## config.mk

```make
export PLATFORM = sky130hd
export DESIGN_NAME = pipeline_hazard_ctrl_flat
export DESIGN_NICKNAME = d
export VERILOG_FILES = /design/src/rtl/pipeline_hazard_ctrl_if.sv /design/src/rtl/pipeline_hazard_ctrl.sv /design/src/flat_wrapper.sv
export SDC_FILE = /design/constraint.sdc
export NUM_CORES = 1
export LEC_CHECK = 0
export ABC_CLOCK_PERIOD_IN_PS = 2290
export BUFFER_PORTS_ARGS = -buffer_cell sky130_fd_sc_hd__clkbuf_2
export CAP_MARGIN = 15
export CORE_UTILIZATION = 30
export CTS_CLUSTER_SIZE = 10
export DETAILED_ROUTE_END_ITERATION = 6
export PLACE_DENSITY = 0.58
export SETUP_SLACK_MARGIN = 0.1
export SLEW_MARGIN = 20
export SYNTH_ARGS = -nofsm -noshare
export SYNTH_HDL_FRONTEND = slang
export SYNTH_SLANG_ARGS = --single-unit
```

## constraint.sdc

```tcl
create_clock -name clk -period 2.29 [get_ports clk]
set_input_delay 0 -clock clk [delete_from_list [all_inputs] [get_ports clk]]
set_output_delay 0 -clock clk [all_outputs]
set_load 0.1 [all_outputs]
```

## src/rtl/pipeline_hazard_ctrl_if.sv

```systemverilog
// Control bundle between the ID/EX pipeline front end and the hazard controller.
// The master drives instruction/hazard info; the slave returns stall/flush controls.
interface pipeline_hazard_ctrl_if #(
   parameter int unsigned REG_ADDR_W = 4
);
   logic                  id_valid;
   logic [REG_ADDR_W-1:0] id_rs1;
   logic [REG_ADDR_W-1:0] id_rs2;
   logic                  id_uses_rs1;
   logic                  id_uses_rs2;
   logic                  id_is_vec;
   logic                  ex_valid;
   logic                  ex_is_load;
   logic [REG_ADDR_W-1:0] ex_rd;
   logic                  branch_taken;
   logic                  ext_halt;
   logic                  stop;
   logic                  pc_en;
   logic                  if_id_flush;
   logic                  id_ex_bubble;
   logic                  ex_hold;
   logic [1:0]            state;

   modport master (
      output id_valid, id_rs1, id_rs2, id_uses_rs1, id_uses_rs2, id_is_vec,
             ex_valid, ex_is_load, ex_rd, branch_taken, ext_halt,
      input  stop, pc_en, if_id_flush, id_ex_bubble, ex_hold, state
   );

   modport slave (
      input  id_valid, id_rs1, id_rs2, id_uses_rs1, id_uses_rs2, id_is_vec,
             ex_valid, ex_is_load, ex_rd, branch_taken, ext_halt,
      output stop, pc_en, if_id_flush, id_ex_bubble, ex_hold, state
   );
endinterface

```

## src/rtl/pipeline_hazard_ctrl.sv

```systemverilog
// Stall/flush controller: load-use stalls, multi-cycle vector occupancy of EX,
// taken-branch flushes and external halt, driving IF/ID, PC and ID/EX controls.
module pipeline_hazard_ctrl #(
   parameter int unsigned REG_ADDR_W = 4,
   parameter int unsigned VEC_LAT    = 4
) (
   input  logic                  clk,
   input  logic                  reset,
   pipeline_hazard_ctrl_if.slave hz
);
   typedef enum logic [1:0] {
      RUN  = 2'd0,
      VEC  = 2'd1,
      HALT = 2'd2
   } state_t;

   localparam bit         VEC_MULTI = (VEC_LAT > 1);
   localparam logic [3:0] VCNT_INIT = VEC_MULTI ? 4'(VEC_LAT - 2) : 4'd0;

   state_t                state_q, state_d;
   logic [3:0]            vcnt_q, vcnt_d;
   logic [REG_ADDR_W-1:0] rd;
   logic                  load_use;

   assign rd = hz.ex_rd;

   // Register 0 is hardwired, so a load targeting it can never create a hazard.
   always_comb begin
      load_use = hz.id_valid & hz.ex_valid & hz.ex_is_load & (rd != '0) &
                 ((hz.id_uses_rs1 & (hz.id_rs1 == rd)) |
                  (hz.id_uses_rs2 & (hz.id_rs2 == rd)));
   end

   always_ff @(posedge clk or posedge reset) begin
      if (reset) begin
         state_q <= RUN;
         vcnt_q  <= '0;
      end else begin
         state_q <= state_d;
         vcnt_q  <= vcnt_d;
      end
   end

   always_comb begin
      state_d = state_q;
      vcnt_d  = vcnt_q;
      unique case (state_q)
         RUN: begin
            if (hz.branch_taken) begin
               state_d = RUN;
            end else if (hz.ext_halt) begin
               state_d = HALT;
            end else if (load_use) begin
               state_d = RUN;
            end else if (hz.id_valid && hz.id_is_vec && VEC_MULTI) begin
               state_d = VEC;
               vcnt_d  = VCNT_INIT;
            end
         end
         VEC: begin
            if (vcnt_q == '0) begin
               state_d = hz.ext_halt ? HALT : RUN;
            end else begin
               vcnt_d = vcnt_q - 4'd1;
            end
         end
         HALT: begin
            if (!hz.ext_halt) state_d = RUN;
         end
         default: begin
            state_d = RUN;
            vcnt_d  = '0;
         end
      endcase
   end

   // Outputs are forced low while reset is held, independent of the state register.
   always_comb begin
      hz.stop         = 1'b0;
      hz.pc_en        = 1'b0;
      hz.if_id_flush  = 1'b0;
      hz.id_ex_bubble = 1'b0;
      hz.ex_hold      = 1'b0;
      hz.state        = 2'd0;
      if (!reset) begin
         hz.state = state_q;
         unique case (state_q)
            RUN: begin
               if (hz.branch_taken) begin
                  hz.if_id_flush  = 1'b1;
                  hz.id_ex_bubble = 1'b1;
                  hz.pc_en        = 1'b1;
               end else if (hz.ext_halt || load_use) begin
                  hz.stop         = 1'b1;
                  hz.id_ex_bubble = 1'b1;
               end else begin
                  hz.pc_en = 1'b1;
               end
            end
            VEC: begin
               hz.stop    = 1'b1;
               hz.ex_hold = 1'b1;
            end
            HALT: begin
               hz.stop         = 1'b1;
               hz.id_ex_bubble = 1'b1;
            end
            default: begin
               hz.stop = 1'b0;
            end
         endcase
      end
   end
endmodule
```

## src/flat_wrapper.sv

```systemverilog
// flat-port wrapper written by rule: the top's interface ports become plain ports
module pipeline_hazard_ctrl_flat 
#(
   parameter int unsigned REG_ADDR_W = 4,
   parameter int unsigned VEC_LAT    = 4
)
  (clk, reset, hz_id_valid, hz_id_rs1, hz_id_rs2, hz_id_uses_rs1, hz_id_uses_rs2, hz_id_is_vec, hz_ex_valid, hz_ex_is_load, hz_ex_rd, hz_branch_taken, hz_ext_halt, hz_stop, hz_pc_en, hz_if_id_flush, hz_id_ex_bubble, hz_ex_hold, hz_state);
  pipeline_hazard_ctrl_if #(.REG_ADDR_W(REG_ADDR_W)) hz_i ();
  input  logic clk;
  input  logic reset;
  input wire logic [$bits(hz_i.id_valid)-1:0] hz_id_valid;
  input wire logic [$bits(hz_i.id_rs1)-1:0] hz_id_rs1;
  input wire logic [$bits(hz_i.id_rs2)-1:0] hz_id_rs2;
  input wire logic [$bits(hz_i.id_uses_rs1)-1:0] hz_id_uses_rs1;
  input wire logic [$bits(hz_i.id_uses_rs2)-1:0] hz_id_uses_rs2;
  input wire logic [$bits(hz_i.id_is_vec)-1:0] hz_id_is_vec;
  input wire logic [$bits(hz_i.ex_valid)-1:0] hz_ex_valid;
  input wire logic [$bits(hz_i.ex_is_load)-1:0] hz_ex_is_load;
  input wire logic [$bits(hz_i.ex_rd)-1:0] hz_ex_rd;
  input wire logic [$bits(hz_i.branch_taken)-1:0] hz_branch_taken;
  input wire logic [$bits(hz_i.ext_halt)-1:0] hz_ext_halt;
  output wire logic [$bits(hz_i.stop)-1:0] hz_stop;
  output wire logic [$bits(hz_i.pc_en)-1:0] hz_pc_en;
  output wire logic [$bits(hz_i.if_id_flush)-1:0] hz_if_id_flush;
  output wire logic [$bits(hz_i.id_ex_bubble)-1:0] hz_id_ex_bubble;
  output wire logic [$bits(hz_i.ex_hold)-1:0] hz_ex_hold;
  output wire logic [$bits(hz_i.state)-1:0] hz_state;
  assign hz_i.id_valid = hz_id_valid;
  assign hz_i.id_rs1 = hz_id_rs1;
  assign hz_i.id_rs2 = hz_id_rs2;
  assign hz_i.id_uses_rs1 = hz_id_uses_rs1;
  assign hz_i.id_uses_rs2 = hz_id_uses_rs2;
  assign hz_i.id_is_vec = hz_id_is_vec;
  assign hz_i.ex_valid = hz_ex_valid;
  assign hz_i.ex_is_load = hz_ex_is_load;
  assign hz_i.ex_rd = hz_ex_rd;
  assign hz_i.branch_taken = hz_branch_taken;
  assign hz_i.ext_halt = hz_ext_halt;
  assign hz_stop = hz_i.stop;
  assign hz_pc_en = hz_i.pc_en;
  assign hz_if_id_flush = hz_i.if_id_flush;
  assign hz_id_ex_bubble = hz_i.id_ex_bubble;
  assign hz_ex_hold = hz_i.ex_hold;
  assign hz_state = hz_i.state;
  pipeline_hazard_ctrl #(.REG_ADDR_W(REG_ADDR_W), .VEC_LAT(VEC_LAT)) u_core (.clk(clk), .reset(reset), .hz(hz_i));
endmodule
```

# Word-level counts from Yosys, hierarchy flattened
# Cells that the tools add are included.
# op_classes
n_addsub,1
mul,0
n_div,0
n_lt_le_gt_ge,0
eq_ne,12
shifts,0
muxes,31
bitwise_logic,8
reduce_logical,8
# ops
op,count
two-way mux 4 bit,5
two-way mux 2 bit,8
two-way mux 1 bit,14
case mux 4 bit (3 select lines),1
"inequality test 2 bit, second input constant",5
equality test 4 bit,2
bitwise AND 1 bit,6
case mux 2 bit (3 select lines),1
AND reduction 6 bit,1
"inequality test 5 x 3 -> 1 bit, second input constant",1
zero test 4 bit,1
"inequality test 2 x 1 -> 1 bit, second input constant",2
case mux 1 bit (2 select lines),2
nonzero test 4 bit,1
"subtractor 4 x 1 -> 4 bit, second input constant",1
AND reduction 3 bit,1
"equality test 2 x 1 -> 1 bit, second input constant",1
"equality test 2 bit, second input constant",1
zero test 2 bit,1
OR reduction 2 bit,1
logical AND 1 bit,1
logical OR 1 bit,1
inverter 1 bit,1
bitwise OR 1 bit,1
# word_totals
reg_bits,6
latchBits,0
ramBits,0
mem_bits_ro,0
input_bits,22
output_inout_bits,7
mem_count,0

# Depth between registers and ports, before layout
# depth
ltp_word,9
mapped_depth,7

# Least setup slack after synthesis
# OpenSTA, ideal clock, no wires.
# synth_path
path_kind,flip-flop to output port
from,register u_core.state_q[1]
to,output hz_id_ex_bubble
arrival_ps,3062
path_slack_ps,-772
stages_incl_launch_ff,5
path_cell_list,dfrtp_1 > inv_1 > ha_1 > nor2_1 > a211oi_1
# synth_via
elab_chain_cells,3
# synth_lines
element,line_no,source
start: declaration,pipeline_hazard_ctrl.sv:20,"state_t state_q, state_d;"
start signal: assignment,pipeline_hazard_ctrl.sv:39,state_q <= state_d;
equality test 2 bit or zero test 2 bit (tied branches),pipeline_hazard_ctrl.sv:87,unique case (state_q)
case mux 1 bit (2 select lines) (*),pipeline_hazard_ctrl.sv:87,
two-way mux 1 bit (*),pipeline_hazard_ctrl.sv:85,if (!reset) begin
end: declaration,flat_wrapper.sv:25,output wire logic [$bits(hz_i.id_ex_bubble)-1:0] hz_id_ex_bubble;
# Mark *: on every way between the ends. The rest lies on a longest branch, timed or not.

# Worst setup path in the final report
# layout_path
from,register u_core.state_q[1]
to,output hz_stop
# layout_via
elab_chain_cells,4
# layout_lines
element,line_no,source
equality test 2 x 1 -> 1 bit or equality test 2 bit (tied branches),pipeline_hazard_ctrl.sv:87,
OR reduction 2 bit (no source line),-,
case mux 1 bit (2 select lines) (*),pipeline_hazard_ctrl.sv:87,
two-way mux 1 bit (*),pipeline_hazard_ctrl.sv:85,
end: declaration,flat_wrapper.sv:22,output wire logic [$bits(hz_i.stop)-1:0] hz_stop;
# Marked as above.

==> qor.yml <==
global_route:
  grt_pass1_vias: 755
  grt_pass1_wl_um: 3130
  met1_usage_pct: 19.0
  track_usage_pct: 16.1
  met3_usage_pct: 1.79
  top_usage_layer: "met2"
  antenna_found_initial: 0
  grt.met2_usage_pct: 29.0
  grt_max_degree: 9
  overflow: 0
synthesis:
  synth_ff_type: "dfrtp_1"
  syn_area_um2: 734
  synth.most_common_cell: "inv_1"
  ys_seq_area_share_pct: 20.4
  synth_nets: 113
  ys_top_cells_by_area: "dfrtp_1 20%, ha_1 10%, xor2_1 7.2%"
  yosys-top-cells-count: "9 x inv_1, 8 x nor2_1"
  ys_warn_count: 0
  synth_cells: 85
  avgSynthCellArea_um2: 8.64
  synth-async-reset-ratio_pct: 100
  yosysTopAreaCell: "dfrtp_1"
  synth_edf_count: 0
  synth_seq_cells: 6
  synthDistinctLibCells: 37
  synth_top_area_share_pct: 20.4
worst_setup_path:
  critPathLaunchType: "register"
  r2r_slack_ns: 0.45
  arrival_ns: 2.04
  critPathKind: "reg2out"
  cp-end-kind: "output pin"
  path_max_fanout: 6
  cp.required_ns: 2.29
pwr:
  vdd_drop_max_v: 0.000689
  p_switching_mw: 0.564
  power_density_mw_per_mm2: 1020
  power_leakage_nw: 0.449
  pwr-share-clk_pct: 11.3
  p_int_mw: 0.408
  swShare_pct: 58.0
  pwr-share-seq_pct: 17.2
  power_frac_comb_pct: 71.5
cts:
  cts_max_path_buffers: 2
  cts_made_buffers: 3
  post-cts-setup-buffers: 0
  clock-sinks: 6
  cts_tree: "yes"
  worst_skew_pair.late_latency_ns: 0.26
  clkTransAtPathRegs_ns: 0.05
  htreeDepth: 1
  cts-root-buf: "clkbuf_4"
cells_and_area:
  fin_cells: 145
  antenna_cells: 0
  nFillCells: 251
  nNetsFinal: 147
  area_delta_synth_final_pct: 30.0
  drive_gt1_share_pct: 38.5
sta:
  period_needed_ns: 2.04
  finalWorstSetupSlack_ns: 0.255
  maxSlewHeadroom_pct: 64.0
  hold_viol_final: 0
  finalClockSkew_ns: 0.00445
  finalCritPeriodShare_pct: 88.9
  rsz0062_at_grt: "false"
  finalSetupTns_ns: 0
  tightest_slew_ns: 0.542
  setup_viol: 0
  slew_violations: 0
  fmax_mhz: 491
route:
  ant_nets: 0
  vias: 768
  drcViolationCount: 0
  viasPerCell: 5.30
  wl_um: 1840
  wire_per_inst_um: 12.7
  drt_iter0_drc: 9
  drt_pass1_iterations: 4
die:
  core_mm2: 0.00225
  dieArea_mm2: 0.00265
  die_w_um: 51.5
  die_h_um: 51.5
  initial_utilization_pct: 32.6
  rows: 17
  ios: 29
run:
  maxCapViolations: 0
placed_design:
  place_ws_ns: 0.501
  dpl.hpwl_um: 1540
  gp_congestion: 0.809
  place_inst: 141
  numPortBuffers: 28
min_path:
  hold_path.class: "in2reg"
status:
  outcome: "finished clean"
-- registers in the layout (all words and copies together), names as in the netlist --
register	count
u_core.vcnt_q	4
u_core.state_q	2
-- worst paths after layout --
kind	start	end	cells after the start
max	u_core.state_q[1]	hz_stop	6
min	hz_id_is_vec	u_core.state_q[1]	3
max reg2reg	u_core.state_q[0]	u_core.vcnt_q[2]	6
min reg2reg	u_core.vcnt_q[0]	u_core.vcnt_q[0]	1
max in group asynchronous	reset	u_core.vcnt_q[3]	3
min in group asynchronous	reset	u_core.state_q[0]	3
-- worst max-delay path, stage by stage, from the launching register on --
cell	delay, ns
dfrtp_1	0.42
inv_1	0.12
ha_1	0.27
and2b_1	0.20
o31ai_2	0.09
a211oi_4	0.22
buf_2	0.45
-- power by group through the flow --
stage	Sequential [mW]	Clock, mW	Combinational (mW)
after floorplan	0.162	0	0.559
after global placement	0.168	0	0.681
after detailed placement	0.170	0	0.689
after CTS	0.168	0.110	0.694
after global routing	0.175	0.118	0.745
final	0.167	0.109	0.695
-- cell type report --
cell class / instances / area, µm² / area share (%)
Inverter: 9 / 33.8 / 3.54
Tap cell: 28 / 35.0 / 3.67
Clock buffer: 3 / 22.5 / 2.36
Multi-Input combinational cell: 70 / 563 / 59.0
Timing Repair Buffer: 29 / 150 / 15.7
Sequential cell: 6 / 150 / 15.7
-- cell families after synthesis --
group                      Yosys count  synth area share (%)
AOI/OAI and AO/OA                   22                  25.0
xor gates and xnor gates             8                  9.54
adders and majority gates            6                  10.2
buffers and inverters                9                  4.60
DFF                                  6                  20.4
and+or+nand+nor                     34                  30.2
-- per-layer routing --
metal	part of all wire, %	up-vias
met5	0	-
met4	2.1	0
met3	4.6	5
met2	48	26
met1	45	356
li1	-	381
-- layout by cell type, fill, tap and decap left out, types with 2 or more instances in the layout --
| master | instances |
|---|---|
| clkbuf_4 | 3 |
| nand3_1 | 2 |
| o21ai_0 | 4 |
| nand4_1 | 2 |
| clkbuf_2 | 27 |
| xor2_1 | 6 |
| ha_1 | 6 |
| xnor2_1 | 2 |
| nor3_2 | 4 |
| inv_1 | 9 |
| o22a_1 | 2 |
| dfrtp_1 | 6 |
| and4_4 | 2 |
| nor2_1 | 8 |
| o21ai_1 | 2 |
| nand2_1 | 6 |
| a21oi_1 | 2 |
-- timing repair --
action                                  in CTS  in global routing
resized for setup                            0                  1
hold buffers                                 1                  0
hold endpoints to repair                     6                  0
endpoints found under the setup margin       0                  1
-- stage by stage --
| stage | util [%] | hold WS, ns | instance area, µm² | total power [mW] |
|---|---|---|---|---|
| finish | 42.3 | 0.0864 | 955 | 0.971 |
| global route | 42.3 | 0.122 | 955 | 1.04 |
| CTS | 42.3 | 0.0959 | 955 | 0.972 |
| detailed placement | 40.9 | 0.0587 | 922 | 0.858 |
| global placement | 40.9 | 0.0517 | 922 | 0.849 |
| floorplan | - | -0.196 | 747 | 0.721 |
No activity file was read; power rests on OpenSTA's default activity.
